<file path="src/rtl/seg7_pkg.sv">
// Shared constants for the 7-segment capture block: segment patterns (active-low,
// s[6]=A .. s[0]=G), BCD codes for blank/invalid, FSM encoding and a helper.
package seg7_pkg;

   typedef enum logic [1:0] {
      ST_IDLE   = 2'd0,
      ST_SETTLE = 2'd1,
      ST_HELD   = 2'd2
   } state_t;

   localparam logic [6:0] SEG_0     = 7'h01;
   localparam logic [6:0] SEG_1     = 7'h4F;
   localparam logic [6:0] SEG_2     = 7'h12;
   localparam logic [6:0] SEG_3     = 7'h06;
   localparam logic [6:0] SEG_4     = 7'h4C;
   localparam logic [6:0] SEG_5     = 7'h24;
   localparam logic [6:0] SEG_6     = 7'h20;
   localparam logic [6:0] SEG_7     = 7'h0F;
   localparam logic [6:0] SEG_8     = 7'h00;
   localparam logic [6:0] SEG_9     = 7'h04;
   localparam logic [6:0] SEG_BLANK = 7'h7F;
   localparam logic [6:0] SEG_HA    = 7'h08;
   localparam logic [6:0] SEG_HB    = 7'h60;
   localparam logic [6:0] SEG_HC    = 7'h31;
   localparam logic [6:0] SEG_HD    = 7'h42;
   localparam logic [6:0] SEG_HE    = 7'h30;
   localparam logic [6:0] SEG_HF    = 7'h38;

   localparam logic [3:0] BCD_BLANK   = 4'hF;
   localparam logic [3:0] BCD_INVALID = 4'hE;

   function automatic logic [2:0] count_low(input logic [3:0] a);
      logic [2:0] n;
      n = 3'd0;
      for (int i = 0; i < 4; i++) n = n + {2'b00, ~a[i]};
      return n;
   endfunction

endpackage

</file>
<file path="src/rtl/seg7_decode.sv">
// Combinational segment-pattern to BCD decoder.
// Define SEG7_CAPTURE_HEX_EN to also accept the A-F hex glyphs.
module seg7_decode
   import seg7_pkg::*;
(
   input  logic [6:0] seg,
   output logic [3:0] digit,
   output logic       bad
);

   always_comb begin
      digit = BCD_INVALID;
      bad   = 1'b0;
      case (seg)
         SEG_0:     digit = 4'h0;
         SEG_1:     digit = 4'h1;
         SEG_2:     digit = 4'h2;
         SEG_3:     digit = 4'h3;
         SEG_4:     digit = 4'h4;
         SEG_5:     digit = 4'h5;
         SEG_6:     digit = 4'h6;
         SEG_7:     digit = 4'h7;
         SEG_8:     digit = 4'h8;
         SEG_9:     digit = 4'h9;
         SEG_BLANK: digit = BCD_BLANK;
`ifdef SEG7_CAPTURE_HEX_EN
         SEG_HA:    digit = 4'hA;
         SEG_HB:    digit = 4'hB;
         SEG_HC:    digit = 4'hC;
         SEG_HD:    digit = 4'hD;
         SEG_HE:    digit = 4'hE;
         SEG_HF:    digit = 4'hF;
`endif
         default:   bad = 1'b1;
      endcase
   end

endmodule

</file>
<file path="src/rtl/seg7_capture.sv">
// Captures a multiplexed 4-digit 7-segment display back into BCD frames.
// Optional macro SEG7_CAPTURE_HEX_EN enables A-F glyph decoding in seg7_decode.
module seg7_capture
   import seg7_pkg::*;
#(
   parameter int STABLE_CYCLES  = 16,
   parameter int TIMEOUT_CYCLES = 1048576
) (
   input  logic        fastclk,
   input  logic        rst_n,
   input  logic [3:0]  Ao,
   input  logic [6:0]  s,
   input  logic        Do,
   input  logic        err_clr,
   output logic [15:0] q,
   output logic [3:0]  dp,
   output logic        valid,
   output logic        frame,
   output logic        err
);

   localparam int SW = $clog2(STABLE_CYCLES + 1);
   localparam int TW = $clog2(TIMEOUT_CYCLES + 1);
   localparam logic [SW-1:0] ST_MAX = SW'(STABLE_CYCLES);
   localparam logic [SW-1:0] ST_HIT = SW'(STABLE_CYCLES - 1);
   localparam logic [TW-1:0] TO_MAX = TW'(TIMEOUT_CYCLES);
   localparam logic [TW-1:0] TO_HIT = TW'(TIMEOUT_CYCLES - 1);

   // {Ao, s, Do}, all idle-high
   logic [11:0] sync1, sync2, prev;
   logic [3:0]  ao_s;
   logic [6:0]  s_s;
   logic        do_s;
   logic        change, one_hot, multi, hit, latch, timeout, err_evt;
   logic [2:0]  lows;
   logic [3:0]  sel, mask;
   logic [SW-1:0] st_cnt;
   logic [TW-1:0] to_cnt;
   logic [3:0][3:0] shadow_q;
   logic [3:0]  shadow_dp;
   logic [3:0]  dec_digit;
   logic        dec_bad;
   state_t      state, state_next;

   always_ff @(posedge fastclk or negedge rst_n) begin
      if (!rst_n) begin
         sync1 <= '1;
         sync2 <= '1;
         prev  <= '1;
      end else begin
         sync1 <= {Ao, s, Do};
         sync2 <= sync1;
         prev  <= sync2;
      end
   end

   assign ao_s    = sync2[11:8];
   assign s_s     = sync2[7:1];
   assign do_s    = sync2[0];
   assign change  = (sync2 != prev);
   assign lows    = count_low(ao_s);
   assign one_hot = (lows == 3'd1);
   assign multi   = (lows >= 3'd2);
   assign sel     = ~ao_s;

   // Counts unchanged cycles; saturates so each stable interval hits once
   always_ff @(posedge fastclk or negedge rst_n) begin
      if (!rst_n)               st_cnt <= '0;
      else if (change)          st_cnt <= '0;
      else if (st_cnt != ST_MAX) st_cnt <= st_cnt + 1'b1;
   end

   assign hit = !change && (st_cnt == ST_HIT);

   always_ff @(posedge fastclk or negedge rst_n) begin
      if (!rst_n) state <= ST_IDLE;
      else        state <= state_next;
   end

   always_comb begin
      state_next = state;
      latch      = 1'b0;
      case (state)
         ST_IDLE:   if (one_hot) state_next = ST_SETTLE;
         ST_SETTLE: begin
            if (!one_hot) state_next = ST_IDLE;
            else if (hit) begin
               state_next = ST_HELD;
               latch      = 1'b1;
            end
         end
         ST_HELD:   if (change) state_next = one_hot ? ST_SETTLE : ST_IDLE;
         default:   state_next = ST_IDLE;
      endcase
   end

   seg7_decode u_decode (
      .seg   (s_s),
      .digit (dec_digit),
      .bad   (dec_bad)
   );

   always_ff @(posedge fastclk or negedge rst_n) begin
      if (!rst_n) begin
         shadow_q  <= '0;
         shadow_dp <= '0;
      end else if (latch) begin
         for (int i = 0; i < 4; i++) begin
            if (sel[i]) begin
               shadow_q[i]  <= dec_digit;
               shadow_dp[i] <= ~do_s;
            end
         end
      end
   end

   always_ff @(posedge fastclk or negedge rst_n) begin
      if (!rst_n)                to_cnt <= '0;
      else if (latch)            to_cnt <= '0;
      else if (to_cnt != TO_MAX) to_cnt <= to_cnt + 1'b1;
   end

   // A latch in the timeout cycle resets the counter and suppresses the timeout
   assign timeout = !latch && (to_cnt == TO_HIT);

   always_ff @(posedge fastclk or negedge rst_n) begin
      if (!rst_n) begin
         q     <= '0;
         dp    <= '0;
         valid <= 1'b0;
         frame <= 1'b0;
         mask  <= '0;
      end else begin
         frame <= 1'b0;
         if (mask == 4'hF) begin
            q     <= shadow_q;
            dp    <= shadow_dp;
            frame <= 1'b1;
            valid <= 1'b1;
            mask  <= latch ? sel : 4'h0;
         end else if (latch) begin
            mask <= mask | sel;
         end else if (timeout) begin
            valid <= 1'b0;
            mask  <= '0;
         end
      end
   end

   assign err_evt = (latch && dec_bad) || (hit && multi);

   always_ff @(posedge fastclk or negedge rst_n) begin
      if (!rst_n)       err <= 1'b0;
      else if (err_evt) err <= 1'b1;
      else if (err_clr) err <= 1'b0;
   end

endmodule

</file>
<file path="config.mk">
export PLATFORM = sky130hd
export DESIGN_NAME = seg7_capture
export DESIGN_NICKNAME = d
export VERILOG_FILES = /design/src/rtl/seg7_pkg.sv /design/src/rtl/seg7_decode.sv /design/src/rtl/seg7_capture.sv
export SDC_FILE = /design/constraint.sdc
export NUM_CORES = 1
export LEC_CHECK = 0
export ABC_AREA = 1
export ABC_CLOCK_PERIOD_IN_PS = 7960
export CAP_MARGIN = 30
export CORE_MARGIN = 1
export CORE_UTILIZATION = 48
export DETAILED_ROUTE_END_ITERATION = 16
export PLACE_DENSITY = 0.78
export SLEW_MARGIN = 15
export SYNTH_ARGS = -nofsm -noshare
export SYNTH_HDL_FRONTEND = slang
export SYNTH_SLANG_ARGS = --single-unit
</file>
<file path="constraint.sdc">
create_clock -name fastclk -period 7.96 [get_ports fastclk]
set_clock_uncertainty 0.05 [all_clocks]
set_input_delay 0.796 -clock fastclk [delete_from_list [all_inputs] [get_ports fastclk]]
set_output_delay 0.796 -clock fastclk [all_outputs]
set_load 0.03 [all_outputs]
</file>
==> metrics.yaml, run 1 <==
finish:
  stdcell_count: 788
  drive_gt1_frac: 0.129
  fill_cells: 915
  antenna_cells: 0
  synthToLayoutAreaGrowth_pct: 14.3
  fin_area_um2: 5860
  nNetsFinal: 671
cts:
  post_cts_buffers: 0
  htree_levels: 3
  cts_made_buffers: 9
  worst_skew_pair.late_latency_ns: 0.38
  hold_buffers: 0
  cts_resized: 0
  clockBufferDepth: 2
  clkTransAtPathRegs_ns: 0.10
  cts_tree: "done"
  root_buffer: "clkbuf_8"
  cts_num_sinks: 111
worst_setup_path:
  cp_slowest_stage_delay_ns: 0.72
  startpoint_type: "register"
  end_kind: "register"
  timing.rr.start: "sync2[9]"
  crit_slowest_cell: "nor3_4"
  critPathMostFrequentCell: "nand2_1"
  crit_chain: "fa_1 > inv_1 > ha_1 > inv_1 > ha_1 > inv_2 > nand3b_4 > nor3_4 > nand4_2 > nand2_1 > nand2_1 > nand2_1"
  critPathRequiredTime_ns: 8.23
  reg2reg_to: "mask[0]"
  crit_arrival_ns: 4.02
  r2r_setup_slack_ns: 4.21
  reg2reg_depth: 12
  critPathKind: "register to register"
  worstPathMaxFanout: 27
synth:
  synth.top_cells.by_area: "dfrtp_1, dfstp_2, nand2_1, inv_1, nor2_1"
  synth_top_area_share: 0.366
  synth_seq_area_share: 0.551
  syn_nets: 630
  syn_area_per_cell_um2: 8.46
  syn_area_um2: 5120
  yosysWarnings: 0
  synth.distinct_cells: 34
  synthCells: 606
  yosys.area.top_type: "dfrtp_1"
  synth_seq_cells: 111
global_routing:
  grt_max_degree: 47
  grt_pass1_vias: 3905
  grt_first_pass_wirelength_mm: 16.8
  grt_use_total: 0.191
  antenna_found_initial: 0
  grt_overflow: 0
power:
  intPower_mw: 0.782
  p_clk_frac: 0.363
  combPwrFrac: 0.058
  ir_drop_v: 0.0000912
  powerDensity_nw_per_um2: 174
  total_power_mw: 1.02
  netSwitchingFraction: 0.233
  p_leak_nw: 3.08
  switchingPower_mw: 0.238
  power_frac_seq: 0.579
place:
  gp_congestion: 0.820
  hpwl_mm: 6.95
  numPortBuffers: 37
  place_inst: 772
  place_area_um2: 5640
timing:
  grt_setup_unrepaired: "no"
  drv_slew: 0
  setup_viol: 0
  fin_crit_sh: 0.471
  worst_pin_slew_ns: 0.932
  fin_hold_ws_ns: 0.235
  fmax_mhz: 267
  hold_violations: 0
  slew_headroom: 0.376
  period_needed_ns: 3.75
  final.setup.tns_ns: 0
status:
  status: "finished, final reports clean"
detailed_routing:
  drt-vias-per-instance: 4.99
  ant_nets: 0
  drtIter0Drc: 161
  vias: 3933
  post_drt_wl_per_cell_um: 12.0
  wirelength_mm: 9.46
  drc: 0
  first_pass_iters: 4
floorplan:
  start_util: 0.496
  io_pins: 38
  num_rows: 37
  die-height_um: 105
  coreArea_um2: 10300
  die-area_um2: 11100
  die-width_um: 105
worst_hold_path:
  hp-class: "primary input to asynchronous set/reset pin"
flow_run:
  cap_violations: 0
## state kept, by name, summed over array words and instances (netlist names)
signal,cells
sync1,12
st_cnt,5
shadow_q,16
dp,4
state,2
frame,1
q,16
to_cnt,21
sync2,12
valid,1
mask,4
err,1
shadow_dp,4
prev,12
## layout by cell type (no fill, tap or decap)
cell type | Yosys | routed
fa_1 | 1 | 1
clkbuf_1 | 4 | 1
clkinv_2 | 0 | 1
xor2_1 | 2 | 2
a21o_1 | 1 | 1
and3_1 | 2 | 2
nand4_2 | 5 | 5
nor4_1 | 1 | 1
nor4_4 | 1 | 1
o21ai_0 | 5 | 5
inv_2 | 10 | 10
bufinv_16 | 0 | 2
nand4_1 | 28 | 28
nand3_2 | 1 | 1
nand3b_1 | 2 | 2
nand3_4 | 1 | 1
nor3_1 | 5 | 5
inv_1 | 76 | 76
clkinv_4 | 0 | 1
nor3_4 | 1 | 1
buf_12 | 0 | 1
nand2_1 | 228 | 228
nand3_1 | 28 | 28
o31ai_1 | 1 | 1
dfstp_2 | 36 | 36
ha_1 | 8 | 8
nand2_2 | 1 | 1
nand3b_4 | 1 | 1
o21ai_1 | 5 | 5
buf_4 | 1 | 3
a21oi_1 | 5 | 5
clkdlybuf4s50_1 | 0 | 36
nor2_4 | 5 | 5
dfrtp_1 | 75 | 75
xnor2_1 | 3 | 3
clkbuf_8 | 0 | 9
nor2_1 | 55 | 55
inv_6 | 0 | 2
nor2_2 | 3 | 3
## worst max-delay path: cells and delay by family, from the launching register on
family                   cells  cell delay (ns)
adder cells (fa/ha/maj)      3             0.86
flip-flops                   1             0.60
buffers and inverters        3             0.19
AND/OR/NAND/NOR              6             2.00
## stage by stage
step                      worst slack (ns)  utilization
after floorplan                       5.37            -
after global placement                4.39        0.544
after detailed placement              4.23        0.546
after CTS                             4.20        0.567
after global routing                  3.86        0.567
final                                 4.21        0.567
## layout make-up
type	instances	area, um2	share of cell area
tap	136	170	0.0291
multi-input combinational	399	1920	0.328
clock buffer	10	128	0.0218
inverter	86	323	0.0551
timing repair buffer	40	403	0.0688
sequential	111	2820	0.482
clock inverter	6	91.3	0.0156
## kinds of logic after synthesis
| group | synth area share |
|---|---|
| and+or+nand+nor | 0.325 |
| adders and majority gates | 0.0234 |
| buffers and inverters | 0.0747 |
| DFF | 0.551 |
| AOI/OAI and AO/OA | 0.0176 |
| xor gates and xnor gates | 0.00855 |
## power by group through the flow
stage                     combinational (mW)  sequential (mW)  clock, mW
after floorplan                       0.0350            0.599          0
after global placement                0.0563            0.600          0
after detailed placement              0.0601            0.601          0
after CTS                             0.0606            0.591      0.381
after global routing                  0.0681            0.593      0.401
final                                 0.0597            0.590      0.370
## Yosys cell counts, drive strengths merged
master and number:
nand2 229, a21oi 5, a21o 1, ha 8
o31ai 1, nor4 2, inv 86, nand3 30
dfstp 36, o21ai 10, xnor2 3, dfrtp 75
clkbuf 4, and3 2, buf 6, xor2 2
nand4 33, nor3 6, nor2 63, fa 1
nand3b 3
## layer usage
metal | vias up | wire length (um) | track usage
li1 | 1960 | - | -
met1 | 1860 | 4200 | 0.233
met5 | - | 0 | 0
met2 | 91 | 4670 | 0.324
met4 | 0 | 276 | 0.111
met3 | 22 | 313 | 0.0272
## worst max-delay path by stage
stage	startpoint	end	depth (start not counted)	slack, ns
after floorplan	sync2[9]	to_cnt[20]	12	5.37
after global placement	sync2[9]	valid	12	4.39
after detailed placement	sync2[9]	mask[0]	12	4.23
after CTS	sync2[9]	mask[0]	12	4.20
after global routing	sync2[9]	valid	12	3.86
final	sync2[9]	mask[0]	12	4.21
(Power assumes the default switching activity.)
==> run 2: changes to the inputs <==
--- a/config.mk
+++ b/config.mk
@@ -6,12 +6,12 @@
 export NUM_CORES = 1
 export LEC_CHECK = 0
 export ABC_AREA = 1
-export ABC_CLOCK_PERIOD_IN_PS = 7960
+export ABC_CLOCK_PERIOD_IN_PS = 3300
 export CAP_MARGIN = 30
 export CORE_MARGIN = 1
 export CORE_UTILIZATION = 48
 export DETAILED_ROUTE_END_ITERATION = 16
-export PLACE_DENSITY = 0.78
+export PLACE_DENSITY = 0.81
 export SLEW_MARGIN = 15
 export SYNTH_ARGS = -nofsm -noshare
 export SYNTH_HDL_FRONTEND = slang
==> constraint.sdc (replaced) <==
create_clock -name fastclk -period 3.3 [get_ports fastclk]
set_clock_uncertainty 0.05 [all_clocks]
set_input_delay 0.33 -clock fastclk [delete_from_list [all_inputs] [get_ports fastclk]]
set_output_delay 0.33 -clock fastclk [all_outputs]
set_load 0.03 [all_outputs]
==> run 2 against run 1 <==
Net effect:
- final area about the same
- sequential cell count unchanged
- utilization barely moved
- largest cell class unchanged
- total power up 130%
- critical path type unchanged
- fmax increased by 33%
- largest power group unchanged
- combinational power rose to 2.5 times the previous value
- critical path depth is 1 lower
- die area did not move
- worst setup slack got worse by 3.7 ns
- wire length rose by 3.3%
- global-route usage up 0.53 points
- register-to-register slack lost 3.7 ns
==> metrics.yaml, run 2 (same netlist as run 1, synthesis figures left out) <==
finish:
  largest_register_ffs: 21
  antenna_cells: 0
  reg_top3: "to_cnt (21), q (16), shadow_q (16)"
  final_cell_mix: "nand2_1, inv_1, dfrtp_1"
  drive_gt1_frac: 0.134
  synthToLayoutAreaGrowth_pct: 14.4
  regMostFlops: "to_cnt"
  final_util: 0.568
  fill_cells: 894
  nNetsFinal: 675
  mostFrequentLayoutCell: "nand2_1"
floorplan:
  die-width_um: 105
  die-height_um: 105
  start_util: 0.496
  coreArea_um2: 10300
  io_pins: 38
  die-area_um2: 11100
  num_rows: 37
worst_setup_path:
  path_buf_inv: 4
  crit_family: "adder cells"
  crit_slowest_cell: "dfstp_2"
  critPathRequiredTime_ns: 3.52
  critPathKind: "register to register"
  crit_arrival_ns: 3.04
  cp_slowest_stage_delay_ns: 0.60
  crit_chain: "fa_1 > inv_1 > ha_1 > inv_1 > ha_1 > inv_2 > nand3b_4 > nor3_4 > nand4_2 > buf_4 > and3_1"
  end_kind: "register"
  worstPathMaxFanout: 12
  startpoint_type: "register"
global_routing:
  grt_pass1_vias: 3982
  grt_max_degree: 56
  grt_overflow: 0
  antenna_found_initial: 0
  grt_first_pass_wirelength_mm: 17.4
  grt_use_total: 0.196
status:
  status: "finished, final reports clean"
timing:
  worst_pin_slew_ns: 0.592
  grt_setup_unrepaired: "no"
  setup_viol: 0
  slew_headroom: 0.605
  fin_hold_ws_ns: 0.286
  fin_crit_sh: 0.852
  period_needed_ns: 2.81
  final.setup.tns_ns: 0
  hold_violations: 0
  drv_slew: 0
  fmax_mhz: 356
cts:
  cts_num_sinks: 111
  cts_tree: "done"
  clockBufferDepth: 2
  root_buffer: "clkbuf_8"
  htree_levels: 3
  cts_made_buffers: 9
  clkTransAtPathRegs_ns: 0.12
  post_cts_buffers: 0
  worst_skew_pair.late_latency_ns: 0.38
detailed_routing:
  first_pass_iters: 5
  drtIter0Drc: 209
  vias: 3975
  post_drt_wl_per_cell_um: 12.3
  drt-vias-per-instance: 5.02
  wirelength_mm: 9.78
  drc: 0
  ant_nets: 0
worst_hold_path:
  hp-class: "primary input to register"
place:
  gp_congestion: 0.840
  hpwl_mm: 7.21
  numPortBuffers: 37
power:
  ir_drop_v: 0.000259
  powerDensity_nw_per_um2: 401
  p_leak_nw: 3.09
flow_run:
  cap_violations: 0
[run 2: path summary, 6_finish.rpt]
path                       cells past startpoint      start  slack [ns]    endpoint
max reg2reg                                   11   sync2[9]        0.49   to_cnt[4]
min reg2reg                                    0  sync1[10]        0.31   sync2[10]
min                                            1       s[3]        0.29    sync1[4]
max in group asynchronous                      3      rst_n        2.14     prev[2]
min in group asynchronous                      2      rst_n        0.39  to_cnt[16]
max                                           11   sync2[9]        0.49   to_cnt[4]
[run 2: per-stage QoR]
step | instance area [um2] | std cells | total power [mW] | setup WS (ns)
floorplan | 5120 | 606 | 1.53 | 0.709
global placement | 5640 | 774 | 1.59 | 0.553
detailed placement | 5670 | 775 | 1.60 | 0.478
CTS | 5860 | 792 | 2.37 | 0.469
global route | 5860 | 792 | 2.46 | 0.282
finish | 5860 | 792 | 2.35 | 0.488
[run 2: power by group]
group	internal [mW]	total, mW	switching (mW)
Combinational	0.0531	0.151	0.0974
Clock	0.293	0.777	0.484
Sequential	1.40	1.42	0.0205
Total	1.75	2.35	0.602
[run 2: final cells by class]
class                           instances  area [um2]  share of cell area
Tap cell                              136         170              0.0290
Clock buffer                            9         124              0.0211
Inverter                               86         323              0.0551
Multi-Input combinational cell        399        1920               0.327
Timing Repair Buffer                   44         443              0.0756
Clock inverter                          7        60.1              0.0102
Sequential cell                       111        2820               0.482
[run 2: routing by layer]
layer  GRT usage  routed length [um]  vias to the layer above
li1            -                   -                     1969
met1       0.237                4370                     1880
met2       0.338                4870                      105
met3      0.0433                 368                       21
met4      0.0845                 170                        0
met5           0                   0                        -
[run 2: timing repair]
action,in CTS,in global routing
hold buffers,1,0
hold endpoints to repair,32,0
resized for setup,0,0
endpoints found under the setup margin,0,0
==> run 3: changes to the inputs <==
--- a/config.mk
+++ b/config.mk
@@ -6,8 +6,8 @@
 export NUM_CORES = 1
 export LEC_CHECK = 0
 export ABC_AREA = 1
-export ABC_CLOCK_PERIOD_IN_PS = 3300
-export CAP_MARGIN = 30
+export ABC_CLOCK_PERIOD_IN_PS = 2460
+export CAP_MARGIN = 20
 export CORE_MARGIN = 1
 export CORE_UTILIZATION = 48
 export DETAILED_ROUTE_END_ITERATION = 16
==> constraint.sdc (replaced) <==
create_clock -name fastclk -period 2.46 [get_ports fastclk]
set_clock_uncertainty 0.05 [all_clocks]
set_input_delay 0.246 -clock fastclk [delete_from_list [all_inputs] [get_ports fastclk]]
set_output_delay 0.246 -clock fastclk [all_outputs]
set_load 0.03 [all_outputs]
==> run 3 against run 2 <==
Net effect:
- the run now ends with negative setup slack left
- wire length is 3.3% higher
- fmax is 9.5% higher
- utilization is 2.5 points higher
- via count is 2.1% higher
- final area is 4.4% higher
- worst setup slack worse by 0.60 ns
- global-route usage is 0.25 points lower
- first-iteration DRC count is 0.96% lower
- cell count is 1.8% higher
- sequential share of layout area is 2.0 points lower
- register-to-register slack worse by 0.60 ns
- clock power is 39% higher
- critical path type unchanged
- largest power group unchanged
- highest routed layer unchanged
==> metrics.yaml, run 3 (same netlist as run 1, synthesis figures left out) <==
worst_setup_path:
  worstPathMaxFanout: 12
  startpoint_type: "register"
  reg2reg_to: "to_cnt[4]"
  reg2reg_depth: 12
  crit_arrival_ns: 2.79
  timing.rr.start: "sync2[9]"
  critPathRequiredTime_ns: 2.68
  end_kind: "register"
  r2r_setup_slack_ns: -0.11
  critPathKind: "register to register"
floorplan:
  num_rows: 37
  die-height_um: 105
  die-width_um: 105
  io_pins: 38
  coreArea_um2: 10300
  die-area_um2: 11100
  start_util: 0.496
cts:
  cts_num_sinks: 111
  cts_made_buffers: 9
  worst_skew_pair.late_latency_ns: 0.38
  cts_tree: "done"
  clkTransAtPathRegs_ns: 0.10
  root_buffer: "clkbuf_8"
  htree_levels: 3
  clockBufferDepth: 2
timing:
  setup_viol: 46
  fin_crit_sh: 1.04
  grt_setup_unrepaired: "yes"
  slew_headroom: 0.617
  period_needed_ns: 2.57
  hold_violations: 0
  fmax_mhz: 389
  worst_pin_slew_ns: 0.574
  drv_slew: 0
  worst_slack_ns: -0.109
flow_run:
  cap_violations: 0
global_routing:
  grt_use_total: 0.194
  antenna_found_initial: 0
  grt_overflow: 0
  grt_max_degree: 51
  grt_first_pass_wirelength_mm: 17.1
  grt_pass1_vias: 3903
detailed_routing:
  drtIter0Drc: 207
  topRoutingLayerUsed: "met4"
  wirelength_mm: 10.1
  drt-vias-per-instance: 5.04
  vias: 4059
  first_pass_iters: 4
  post_drt_wl_per_cell_um: 12.5
  wl_met1_mm: 4.49
  met2_length_mm: 4.95
  drc: 0
  ant_nets: 0
  wl_met3_um: 431
status:
  status: "finished, violations left"
  violations: "negative setup slack"
finish:
  final_cell_mix: "nand2_1, inv_1, dfrtp_1"
  drive_gt1_frac: 0.187
  nNetsFinal: 689
  regMostFlops: "to_cnt"
  reg_top3: "to_cnt (21), q (16), shadow_q (16)"
  fill_cells: 840
  synthToLayoutAreaGrowth_pct: 19.4
  fin_area_um2: 6120
  multi_input_area_um2: 2050
  final_util: 0.593
  largest_register_ffs: 21
  ff_latch_area_um2: 2820
  antenna_cells: 0
  mostFrequentLayoutCell: "nand2_1"
worst_hold_path:
  min_from: "s[2]"
  hp-class: "primary input to register"
  whs_path_depth: 1
  min_to: "sync1[3]"
place:
  hpwl_mm: 7.08
  place_area_um2: 5720
  gp_congestion: 0.817
  pre_cts_slack_ns: -0.199
  numPortBuffers: 37
power:
  p_leak_nw: 3.18
  ir_drop_v: 0.000354
  powerDensity_nw_per_um2: 529
[run 3: power breakdown]
| group | internal [mW] | total, mW | switching, mW |
|---|---|---|---|
| Sequential | 1.88 | 1.91 | 0.0257 |
| Combinational | 0.0963 | 0.248 | 0.152 |
| Clock | 0.475 | 1.08 | 0.604 |
| Total | 2.45 | 3.24 | 0.782 |
[run 3: per-stage QoR]
step	setup TNS [ns]	total power [mW]	std cells	hold slack [ns]
floorplan	-3.19	2.05	606	-0.0996
global placement	-1.32	2.14	783	0.178
detailed placement	-4.26	2.15	783	0.182
CTS	-4.80	3.25	803	0.198
global route	-7.78	3.36	806	0.200
finish	-2.60	3.24	806	0.212
[run 3: routing by layer]
layer / vias up / track usage
li1: 1996 / -
met1: 1935 / 0.248
met2: 106 / 0.326
met3: 22 / 0.0272
met4: 0 / 0.0926
met5: - / 0
[run 3: how the worst max path moves through the flow]
stage | endpoint | slack (ns) | cells past startpoint | start
detailed placement | shadow_q[0] | -0.20 | 12 | sync2[9]
global placement | shadow_q[4] | -0.07 | 12 | sync2[9]
global route | shadow_q[15] | -0.22 | 12 | sync2[9]
CTS | shadow_dp[0] | -0.14 | 12 | sync2[11]
finish | to_cnt[4] | -0.11 | 12 | sync2[9]
floorplan | to_cnt[20] | -0.13 | 12 | sync2[9]
[run 3: cell type report]
class                   instances  share of cell area
flip-flops and latches        111               0.461
multi-input cells             399               0.336
repair buffers                 58              0.0916
inverters                      86              0.0532
well taps                     136              0.0278
clock buffers                  11              0.0215
clock inverters                 5             0.00920
[run 3: repair_timing]
item	CTS	global route
pin swaps	9	26
setup buffers	2	3
gates cloned	1	1
gates resized for setup	14	25
hold buffers	1	0
endpoints found under the setup margin	48	49
endpoints found under the hold margin	34	0
[run 3: critical path, cell delays in order (launching register included)]
cell and delay, ns:
dfstp_2 0.55, fa_1 0.42, inv_1 0.07, ha_2 0.18
inv_2 0.05, ha_4 0.21, inv_4 0.06, nand3b_4 0.08
nor3_4 0.19, buf_6 0.14, nand4_4 0.12, buf_6 0.19
and3_1 0.14
